--- src/rtl/reflex_game_ctrl_if.sv ---
// Pin-side bundle of the reaction game controller: raw buttons/switches in,
// LED drive, BCD score, miss count and event pulses out.
interface reflex_game_ctrl_if #(
    parameter int LED_NUM = 8
);
    logic               start;
    logic [LED_NUM-1:0] sw;
    logic [LED_NUM-1:0] led;
    logic [15:0]        score_bcd;
    logic [3:0]         miss_cnt;
    logic               hit;
    logic               fail;
    logic               game_over;

    modport master (
        output start, sw,
        input  led, score_bcd, miss_cnt, hit, fail, game_over
    );

    modport slave (
        input  start, sw,
        output led, score_bcd, miss_cnt, hit, fail, game_over
    );
endinterface

--- src/rtl/reflex_game_ctrl.sv ---
// Reaction game core: picks a random LED per round, times the matching switch,
// keeps a saturating BCD score and a miss count, and ends after MAX_MISS misses.
//
// state | meaning
// IDLE  | waiting for the first start press, LEDs dark
// ARM   | one cycle: choose next channel, clear round timer
// SHOW  | one LED lit, waiting for a press or timeout
// HIT   | one cycle: correct press, score advances
// MISS  | one cycle: wrong press or timeout, miss count advances
// OVER  | all LEDs lit, score frozen until start press
module reflex_game_ctrl #(
    parameter int          LED_NUM     = 8,
    parameter int          TICK_DIV    = 25000000,
    parameter int          ROUND_TICKS = 6,
    parameter int          MAX_MISS    = 3,
    parameter int          DEB_CYC     = 16,
    parameter logic [15:0] LFSR_SEED   = 16'hACE1
) (
    input logic              clk,
    input logic              clr,
    reflex_game_ctrl_if.slave bus
);

    localparam int N_IN   = LED_NUM + 1;
    localparam int DEB_W  = (DEB_CYC > 1) ? $clog2(DEB_CYC) : 1;
    localparam int IDX_W  = $clog2(LED_NUM);
    localparam int CYC_W  = (TICK_DIV > 1) ? $clog2(TICK_DIV) : 1;
    localparam int TICK_W = $clog2(ROUND_TICKS + 1);
    localparam int LVL_W  = $clog2(ROUND_TICKS);

    typedef enum logic [2:0] {
        IDLE = 3'd0,
        ARM  = 3'd1,
        SHOW = 3'd2,
        HIT  = 3'd3,
        MISS = 3'd4,
        OVER = 3'd5
    } state_t;

    state_t state, next_state;

    logic [N_IN-1:0]    raw, sync1, sync2, acc, acc_d, press;
    logic [DEB_W-1:0]   deb_cnt [N_IN];
    logic [LED_NUM-1:0] sw_press;
    logic               start_press;

    logic [15:0]        lfsr;
    logic [IDX_W-1:0]   idx_raw, idx_sel, cur;
    logic [LED_NUM-1:0] cur_mask;

    logic [CYC_W-1:0]   cyc_cnt;
    logic [TICK_W-1:0]  tick_cnt, limit;
    logic [LVL_W-1:0]   level;
    logic               cyc_wrap, timeout;

    logic [15:0]        score_q;
    logic [3:0]         miss_q;
    logic               hit_q, fail_q, hit_set, fail_set;
    logic [LED_NUM-1:0] led_c;

    // Input conditioning: start rides along as the top channel.
    assign raw = {bus.start, bus.sw};

    always_ff @(posedge clk or negedge clr) begin
        if (!clr) begin
            sync1 <= '0;
            sync2 <= '0;
            acc_d <= '0;
        end else begin
            sync1 <= raw;
            sync2 <= sync1;
            acc_d <= acc;
        end
    end

    always_ff @(posedge clk or negedge clr) begin
        if (!clr) begin
            acc <= '0;
            for (int i = 0; i < N_IN; i++) deb_cnt[i] <= '0;
        end else begin
            for (int i = 0; i < N_IN; i++) begin
                if (sync2[i] == acc[i]) begin
                    deb_cnt[i] <= '0;
                end else if (deb_cnt[i] == DEB_W'(DEB_CYC - 1)) begin
                    acc[i]     <= sync2[i];
                    deb_cnt[i] <= '0;
                end else begin
                    deb_cnt[i] <= deb_cnt[i] + 1'b1;
                end
            end
        end
    end

    assign press       = acc & ~acc_d;
    assign sw_press    = press[LED_NUM-1:0];
    assign start_press = press[LED_NUM];

    // Galois LFSR, x^16+x^14+x^13+x^11, free-running in every state.
    always_ff @(posedge clk or negedge clr) begin
        if (!clr)
            lfsr <= LFSR_SEED;
        else if (lfsr[0])
            lfsr <= (lfsr >> 1) ^ 16'hB400;
        else
            lfsr <= lfsr >> 1;
    end

    // Never light the same channel twice in a row.
    always_comb begin
        idx_raw = IDX_W'(32'(lfsr[7:0]) % LED_NUM);
        idx_sel = idx_raw;
        if (idx_raw == cur)
            idx_sel = (idx_raw == IDX_W'(LED_NUM - 1)) ? '0 : idx_raw + 1'b1;
    end

    assign cur_mask = {{(LED_NUM-1){1'b0}}, 1'b1} << cur;

    always_comb begin
        int lim_int;
        lim_int = ROUND_TICKS - int'(level);
        if (lim_int < 1)
            lim_int = 1;
        limit = TICK_W'(lim_int);
    end

    assign cyc_wrap = (cyc_cnt == CYC_W'(TICK_DIV - 1));
    assign timeout  = cyc_wrap && (tick_cnt == limit - 1'b1);

    always_ff @(posedge clk or negedge clr) begin
        if (!clr) begin
            cyc_cnt  <= '0;
            tick_cnt <= '0;
        end else if (state == ARM) begin
            cyc_cnt  <= '0;
            tick_cnt <= '0;
        end else if (state == SHOW) begin
            if (cyc_wrap) begin
                cyc_cnt  <= '0;
                tick_cnt <= tick_cnt + 1'b1;
            end else begin
                cyc_cnt <= cyc_cnt + 1'b1;
            end
        end
    end

    always_ff @(posedge clk or negedge clr) begin
        if (!clr)
            state <= IDLE;
        else
            state <= next_state;
    end

    always_comb begin
        next_state = state;
        led_c      = '0;
        hit_set    = 1'b0;
        fail_set   = 1'b0;
        case (state)
            IDLE: if (start_press) next_state = ARM;
            ARM:  next_state = SHOW;
            SHOW: begin
                led_c = cur_mask;
                // A press always beats a coincident timeout.
                if (|sw_press) begin
                    if (sw_press == cur_mask) begin
                        next_state = HIT;
                        hit_set    = 1'b1;
                    end else begin
                        next_state = MISS;
                        fail_set   = 1'b1;
                    end
                end else if (timeout) begin
                    next_state = MISS;
                    fail_set   = 1'b1;
                end
            end
            HIT:  next_state = ARM;
            MISS: next_state = (miss_q + 1'b1 == 4'(MAX_MISS)) ? OVER : ARM;
            OVER: begin
                led_c = '1;
                if (start_press) next_state = ARM;
            end
            default: next_state = IDLE;
        endcase
    end

    function automatic logic [15:0] bcd_inc(input logic [15:0] v);
        logic [15:0] r;
        logic        carry;
        r     = v;
        carry = 1'b1;
        for (int d = 0; d < 4; d++) begin
            if (carry) begin
                if (r[d*4 +: 4] == 4'd9) begin
                    r[d*4 +: 4] = 4'd0;
                end else begin
                    r[d*4 +: 4] = r[d*4 +: 4] + 4'd1;
                    carry       = 1'b0;
                end
            end
        end
        return r;
    endfunction

    always_ff @(posedge clk or negedge clr) begin
        if (!clr) begin
            cur     <= '0;
            hit_q   <= 1'b0;
            fail_q  <= 1'b0;
            score_q <= '0;
            miss_q  <= '0;
            level   <= '0;
        end else begin
            hit_q  <= hit_set;
            fail_q <= fail_set;
            if (state == ARM)
                cur <= idx_sel;
            if (state == HIT && score_q != 16'h9999) begin
                score_q <= bcd_inc(score_q);
                if (score_q[3:0] == 4'd9 && level < LVL_W'(ROUND_TICKS - 1))
                    level <= level + 1'b1;
            end
            if (state == MISS)
                miss_q <= miss_q + 1'b1;
            if (state == OVER && start_press) begin
                score_q <= '0;
                miss_q  <= '0;
                level   <= '0;
            end
        end
    end

    assign bus.led       = led_c;
    assign bus.score_bcd = score_q;
    assign bus.miss_cnt  = miss_q;
    assign bus.hit       = hit_q;
    assign bus.fail      = fail_q;
    assign bus.game_over = (state == OVER);

endmodule

--- src/flat_wrapper.sv ---
// flat-port wrapper written by rule: the top's interface ports become plain ports
module reflex_game_ctrl_flat 
#(
    parameter int          LED_NUM     = 8,
    parameter int          TICK_DIV    = 25000000,
    parameter int          ROUND_TICKS = 6,
    parameter int          MAX_MISS    = 3,
    parameter int          DEB_CYC     = 16,
    parameter logic [15:0] LFSR_SEED   = 16'hACE1
)
  (clk, clr, bus_start, bus_sw, bus_led, bus_score_bcd, bus_miss_cnt, bus_hit, bus_fail, bus_game_over);
  reflex_game_ctrl_if #(.LED_NUM(LED_NUM)) bus_i ();
  input logic clk;
  input logic clr;
  input wire logic [$bits(bus_i.start)-1:0] bus_start;
  input wire logic [$bits(bus_i.sw)-1:0] bus_sw;
  output wire logic [$bits(bus_i.led)-1:0] bus_led;
  output wire logic [$bits(bus_i.score_bcd)-1:0] bus_score_bcd;
  output wire logic [$bits(bus_i.miss_cnt)-1:0] bus_miss_cnt;
  output wire logic [$bits(bus_i.hit)-1:0] bus_hit;
  output wire logic [$bits(bus_i.fail)-1:0] bus_fail;
  output wire logic [$bits(bus_i.game_over)-1:0] bus_game_over;
  assign bus_i.start = bus_start;
  assign bus_i.sw = bus_sw;
  assign bus_led = bus_i.led;
  assign bus_score_bcd = bus_i.score_bcd;
  assign bus_miss_cnt = bus_i.miss_cnt;
  assign bus_hit = bus_i.hit;
  assign bus_fail = bus_i.fail;
  assign bus_game_over = bus_i.game_over;
  reflex_game_ctrl #(.LED_NUM(LED_NUM), .TICK_DIV(TICK_DIV), .ROUND_TICKS(ROUND_TICKS), .MAX_MISS(MAX_MISS), .DEB_CYC(DEB_CYC), .LFSR_SEED(LFSR_SEED)) u_core (.clk(clk), .clr(clr), .bus(bus_i));
endmodule
--- config.mk ---
export PLATFORM = sky130hd
export DESIGN_NAME = reflex_game_ctrl_flat
export DESIGN_NICKNAME = d
export VERILOG_FILES = /design/src/rtl/reflex_game_ctrl_if.sv /design/src/rtl/reflex_game_ctrl.sv /design/src/flat_wrapper.sv
export SDC_FILE = /design/constraint.sdc
export NUM_CORES = 1
export LEC_CHECK = 0
export CORE_MARGIN = 2
export CORE_UTILIZATION = 45
export DETAILED_ROUTE_END_ITERATION = 8
export PLACE_DENSITY_LB_ADDON = 0.3
export SETUP_SLACK_MARGIN = 0.2
export SLEW_MARGIN = 20
export SYNTH_ARGS = -nofsm -noshare
export SYNTH_HDL_FRONTEND = slang
export SYNTH_SLANG_ARGS = --single-unit
--- constraint.sdc ---
create_clock -name clk -period 6.3 [get_ports clk]
set_clock_uncertainty 0.15 [all_clocks]
set_input_delay 1.575 -clock clk [delete_from_list [all_inputs] [get_ports clk]]
set_output_delay 1.575 -clock clk [all_outputs]
set_load 0.05 [all_outputs]
==> impl_metrics.json, run 1 <==
{
  "setup_viol": 0,
  "met3_usage": 0.04935,
  "slowest_delay_ns": 0.87,
  "mostFrequentLayoutCell": "dfrtp_1",
  "crit_arrival_ns": 2.98,
  "die_w_um": 126.4,
  "synth_cell_type_count": 63,
  "area_delta_synth_final_pct": 17.58,
  "fmax_mhz": 212.6,
  "power_frac_clock": 0.489,
  "routed_via_density": 5.558,
  "drc": 0,
  "dp_hpwl_um": 8898,
  "async_reset_ff_frac": 1.000,
  "clock_latency_ns": 0.42,
  "grt_overflow_total": 0,
  "power.total_mw": 2.077,
  "seq_power_share": 0.476,
  "layout.nets": 709,
  "start_util": 0.4619,
  "crit_fanout": 11,
  "grt_pass1_vias": 4820,
  "syn_inst": 633,
  "cp_top_family": "buffers and inverters",
  "cts_made_buffers": 17,
  "post_cts_resized": 0,
  "place.gp.congestion": 0.8007,
  "fin_util": 0.5431,
  "tightest_slew_ns": 0.8844,
  "met2_usage": 0.2944,
  "startpoint_type": "flip-flop",
  "crit_path_top_delay_cell": "clkdlybuf4s50_1",
  "clk_pin_slew_ns": 0.07,
  "hold_class": "reg2reg",
  "clockRootBuffer": "clkbuf_16",
  "antenna_found_initial": 0,
  "synth_flop_cell": "dfrtp_1",
  "core_um2": 14590,
  "avgSynthCellArea_um2": 10.65,
  "grt_usage": 0.1733,
  "grt_pass1_wl_um": 22470,
  "post-cts-setup-buffers": 0,
  "cap_violations": 0,
  "first_pass_iters": 4,
  "grt_max_degree": 90,
  "outcome": "finished, final reports clean",
  "htree_levels": 4,
  "synth-seq-cells": 147,
  "rsz0062_at_grt": "false",
  "routed_wirelength_um": 13020,
  "tns_ns": 0,
  "synth_nets": 663,
  "synth-edff-count": 0,
  "drive_gt1_frac": 0.09682,
  "synth_area_um2": 6739,
  "crit_chain": "nand2b_1 > nor2_1 > nand3_1 > o21ai_0 > clkdlybuf4s50_1",
  "pwr-share-comb": 0.035,
  "clkSinkCount": 147,
  "hold_viol": 0,
  "power.internal_mw": 1.607,
  "num_rows": 44,
  "ys.warnings.count": 0,
  "layout_common_cells": "dfrtp_1, nor2_1, a21oi_1",
  "final.min_clock_period_ns": 4.704,
  "numPortBuffers": 41,
  "critPathKind": "reg2out",
  "fin_crit_sh": 0.7467,
  "ys_seq_area_frac": 0.5473,
  "cellPowerDensity_nw_per_um2": 262.2,
  "cts_hold_buf": 0,
  "die-height_um": 126.4,
  "swShare": 0.2264,
  "antenna_cells": 0,
  "drt_iter0_drc": 390,
  "required_ns": 4.58,
  "max_slew_margin": 0.4082,
  "switching_power_mw": 0.4703,
  "ant_nets": 0,
  "path_buf_inv": 1,
  "slew_violations": 0,
  "max-vdd-ir-drop_uv": 211.9,
  "leakage_nw": 3.520,
  "io_pins": 42,
  "grt_busiest_layer": "met2",
  "endpoint_kind": "output port",
  "die_area_um2": 15970,
  "wire_per_inst_um": 14.86,
  "cts_buffer_depth": 2,
  "vias": 4869,
  "met1_usage": 0.2117,
  "cts_tree": "built"
}
through the flow:
stage / instance area [µm²] / worst slack, ns / std cells / hold WS, ns
after global placement: 7325 / 2.127 / 844 / 0.1828
after global routing: 7924 / 1.451 / 876 / 0.2037
final: 7924 / 1.596 / 876 / 0.1917
after floorplan: 6739 / 2.004 / 633 / 0.1812
after detailed placement: 7325 / 2.085 / 844 / 0.1847
after CTS: 7924 / 1.598 / 876 / 0.1977
logic make-up (layout without fill, tap and decap cells):
logic type,Yosys count,count (layout),share of synthesized area
AOI/OAI and AO/OA,121,121,0.1068
xor gates and xnor gates,51,51,0.06628
adders and majority gates,19,19,0.03528
buffers and inverters,34,93,0.02061
DFF,147,147,0.5473
muxes,15,15,0.02395
and+or+nand+nor,246,246,0.1998
metal layers:
layer  wire, µm  up-vias
met3        484       18
li1           -     2322
met2       6558       97
met5          0        -
met1       5732     2432
met4        240        0
area by class of cell:
cell class / count / area (µm²)
inverter: 18 / 67.56
multi-input combinational: 452 / 2912
clock buffer: 19 / 452.9
sequential: 147 / 3689
fill: 1200 / 6665
clock inverter: 13 / 146.4
timing repair buffer: 43 / 426.7
tap: 184 / 230.2
power by group through the flow:
| stage | logic [mW] | clock network [mW] | registers, mW |
|---|---|---|---|
| detailed placement | 0.0741 | 0 | 1.01 |
| floorplan | 0.0405 | 0 | 0.999 |
| finish | 0.0719 | 1.02 | 0.989 |
| global route | 0.0842 | 1.08 | 0.992 |
| CTS | 0.0747 | 1.04 | 0.988 |
| global placement | 0.0695 | 0 | 1.00 |
worst register-to-register path, delay by kind of cell, from the launching register on:
family	cells	cell delay, ns
flip-flops	1	0.46
AO/OA/AOI/OAI	3	1.01
AND/OR/NAND/NOR	3	1.02
path summary, 6_finish.rpt:
path / from / to / slack, ns / cells past startpoint
worst max-delay path: u_core.state[2] / bus_led[7] / 1.60 / 5
worst max register to register: u_core.cyc_cnt[17] / u_core.cyc_cnt[22] / 3.51 / 6
max in group asynchronous: clr / u_core.deb_cnt[32] / 3.71 / 2
worst min-delay path: u_core.lfsr[9] / u_core.lfsr[8] / 0.19 / 0
worst min register to register: u_core.lfsr[9] / u_core.lfsr[8] / 0.19 / 0
min in group asynchronous: clr / u_core.bus.score_bcd[14] / 1.04 / 1
Yosys cell counts (13+ instances only):
cell / instances / share of area
a21oi_1: 41 / 0.030
nor2b_1: 21 / 0.019
nand2b_1: 15 / 0.014
xnor2_1: 27 / 0.035
o21ai_0: 39 / 0.029
nand2_1: 38 / 0.021
nand3_1: 35 / 0.026
xor2_1: 24 / 0.031
ha_1: 19 / 0.035
dfrtp_1: 139 / 0.52
nor3b_1: 14 / 0.016
nor3_1: 13 / 0.0097
nor2_1: 54 / 0.030
clkbuf_1: 13 / 0.0072
inv_1: 18 / 0.010
registers in the layout, summed over array words and instances, names as in the netlist:
register,count
u_core.acc,9
u_core.acc_d,9
u_core.bus.fail,1
u_core.bus.hit,1
u_core.bus.miss_cnt,4
u_core.bus.score_bcd,16
u_core.cur,3
u_core.cyc_cnt,25
u_core.deb_cnt,36
u_core.level,3
u_core.lfsr,16
u_core.state,3
u_core.sync1,9
u_core.sync2,9
u_core.tick_cnt,3
No activity file was read; power rests on OpenSTA's default activity.
==> run 2: changes to the inputs <==
- clock period: 6.3 -> 4.65 ns (I/O delays scaled with it)
==> impl_metrics.json, run 2 (synthesis results as in run 1) <==
{
  "outcome": "finished, final reports clean",
  "max_slew_margin": 0.4078,
  "regArea_um2": 3689,
  "routed_wirelength_um": 12900,
  "drive_gt1_frac": 0.09393,
  "path_buf_inv": 1,
  "stdcell_count": 876,
  "mostFrequentLayoutCell": "dfrtp_1",
  "hold_class": "reg2reg",
  "cts_buffer_depth": 2,
  "grt_max_degree": 93,
  "placed_cell_area_um2": 7337,
  "fin_crit_sh": 0.9263,
  "cellPowerDensity_nw_per_um2": 338.3,
  "r2r_cells": 9,
  "clkSinkCount": 147,
  "hold_start": "u_core.sync1[5]",
  "layout_common_cells": "dfrtp_1, nor2_1, a21oi_1",
  "tightest_slew_ns": 0.8850,
  "holdPathStages": 0,
  "slew_violations": 0,
  "multi_input_area_um2": 2914,
  "htree_levels": 4,
  "clk_pin_slew_ns": 0.06,
  "numPortBuffers": 41,
  "rrSetupSlack_ns": 1.85,
  "place.gp.congestion": 0.8040,
  "slowest_delay_ns": 0.92,
  "wire_per_inst_um": 14.72,
  "first_pass_iters": 4,
  "ant_nets": 0,
  "grt_usage": 0.1699,
  "reg_top3": "u_core.deb_cnt: 36 flops, u_core.cyc_cnt: 25 flops",
  "drt_iter0_drc": 333,
  "antenna_cells": 0,
  "grt_overflow_total": 0,
  "r2r_end": "u_core.bus.fail",
  "vias": 4816,
  "die_w_um": 126.4,
  "grt_pass1_wl_um": 21950,
  "core_um2": 14590,
  "max-vdd-ir-drop_uv": 299.5,
  "cts_made_buffers": 17,
  "dp_cells": 844,
  "cap_violations": 0,
  "post_cts_resized": 0,
  "cts_hold_buf": 0,
  "clock_latency_ns": 0.43,
  "io_pins": 42,
  "grt_pass1_vias": 4738,
  "dp_hpwl_um": 8937,
  "fin_util": 0.5396,
  "hold_viol": 0,
  "startpoint_type": "flip-flop",
  "crit_fanout": 11,
  "fin_area_um2": 7873,
  "leakage_nw": 3.478,
  "nFillCells": 1241,
  "setup_viol": 0,
  "post-cts-setup-buffers": 0,
  "endpoint_kind": "output port",
  "layout.nets": 709,
  "r2r-start": "u_core.level[0]",
  "critPathKind": "reg2out",
  "cts_tree": "built",
  "clockRootBuffer": "clkbuf_16",
  "rsz0062_at_grt": "true",
  "antenna_found_initial": 0,
  "final.min_clock_period_ns": 4.307,
  "required_ns": 3.34,
  "crit_chain": "nand2b_1 > or2_2 > o41ai_1 > clkdlybuf4s50_1",
  "crit_path_top_delay_cell": "clkdlybuf4s50_1",
  "crit_arrival_ns": 2.99,
  "holdPathEnd": "u_core.sync2[5]",
  "drc": 0,
  "start_util": 0.4619,
  "die_area_um2": 15970,
  "area_delta_synth_final_pct": 16.82,
  "die-height_um": 126.4,
  "cp_top_family": "buffers and inverters",
  "routed_via_density": 5.498,
  "num_rows": 44,
  "fmax_mhz": 232.2,
  "top_register": "u_core.deb_cnt",
  "largest_reg_flops": 36,
  "tns_ns": 0
}
## run 2: cell count changes in the layout (fill, tap and decap cells not counted), moves of 2 or more
cell,change
clkinvlp_4,+3
bufinv_16,-2
clkbuf_1,+3
inv_6,-4
## run 2: power by group
part	switching [mW]	internal, mW
combinational	0.0578	0.0409
sequential	0.0291	1.31
clock	0.528	0.697
total	0.615	2.05
## run 2: worst reg2reg max path, cell delays in order, from the launching register on
cell       delay, ns
dfrtp_1         0.53
ha_1            0.27
xor2_1          0.31
a21oi_1         0.14
ha_1            0.33
xnor2_1         0.12
a2111oi_0       0.33
a31o_2          0.26
o21ai_2         0.07
nor2_1          0.19
## run 2: routing by layer
metal / up-vias / GRT usage / routed length, µm
met5: - / 0 / 0
met3: 27 / 0.04386 / 448
met4: 0 / 0.08274 / 361
li1: 2319 / - / -
met2: 79 / 0.2784 / 6337
met1: 2391 / 0.2099 / 5750
## run 2: cell type report
cell class,count,share of cell area
flip-flops and latches,147,0.4685
multi-input cells,452,0.3702
clock buffers,21,0.05722
repair buffers,43,0.05579
well taps,184,0.02924
clock inverters,11,0.01049
inverters,18,0.008582
## run 2: per-stage QoR
| step | power [mW] | hold slack (ns) | setup WS (ns) |
|---|---|---|---|
| after floorplan | 1.408 | 0.1812 | 0.7669 |
| final | 2.663 | 0.1972 | 0.3429 |
| after global routing | 2.776 | 0.2047 | 0.1987 |
| after global placement | 1.453 | 0.1827 | 0.8890 |
| after CTS | 2.703 | 0.1964 | 0.2998 |
| after detailed placement | 1.463 | 0.1858 | 0.7810 |
## run 2: worst max-delay path by stage
stage	startpoint	endpoint	slack [ns]	depth (start not counted)
finish	u_core.state[2]	bus_led[0]	0.34	4
global route	u_core.state[2]	bus_led[0]	0.20	4
CTS	u_core.state[2]	bus_led[0]	0.30	4
floorplan	u_core.state[0]	bus_led[0]	0.77	4
detailed placement	u_core.state[2]	bus_led[0]	0.78	4
global placement	u_core.state[2]	bus_led[7]	0.89	5
==> run 3: changes to the inputs <==
- TNS_END_PERCENT: unset -> 5
==> results of run 3 <==
The final DEF is identical to that of run 2; final timing and power are the same.
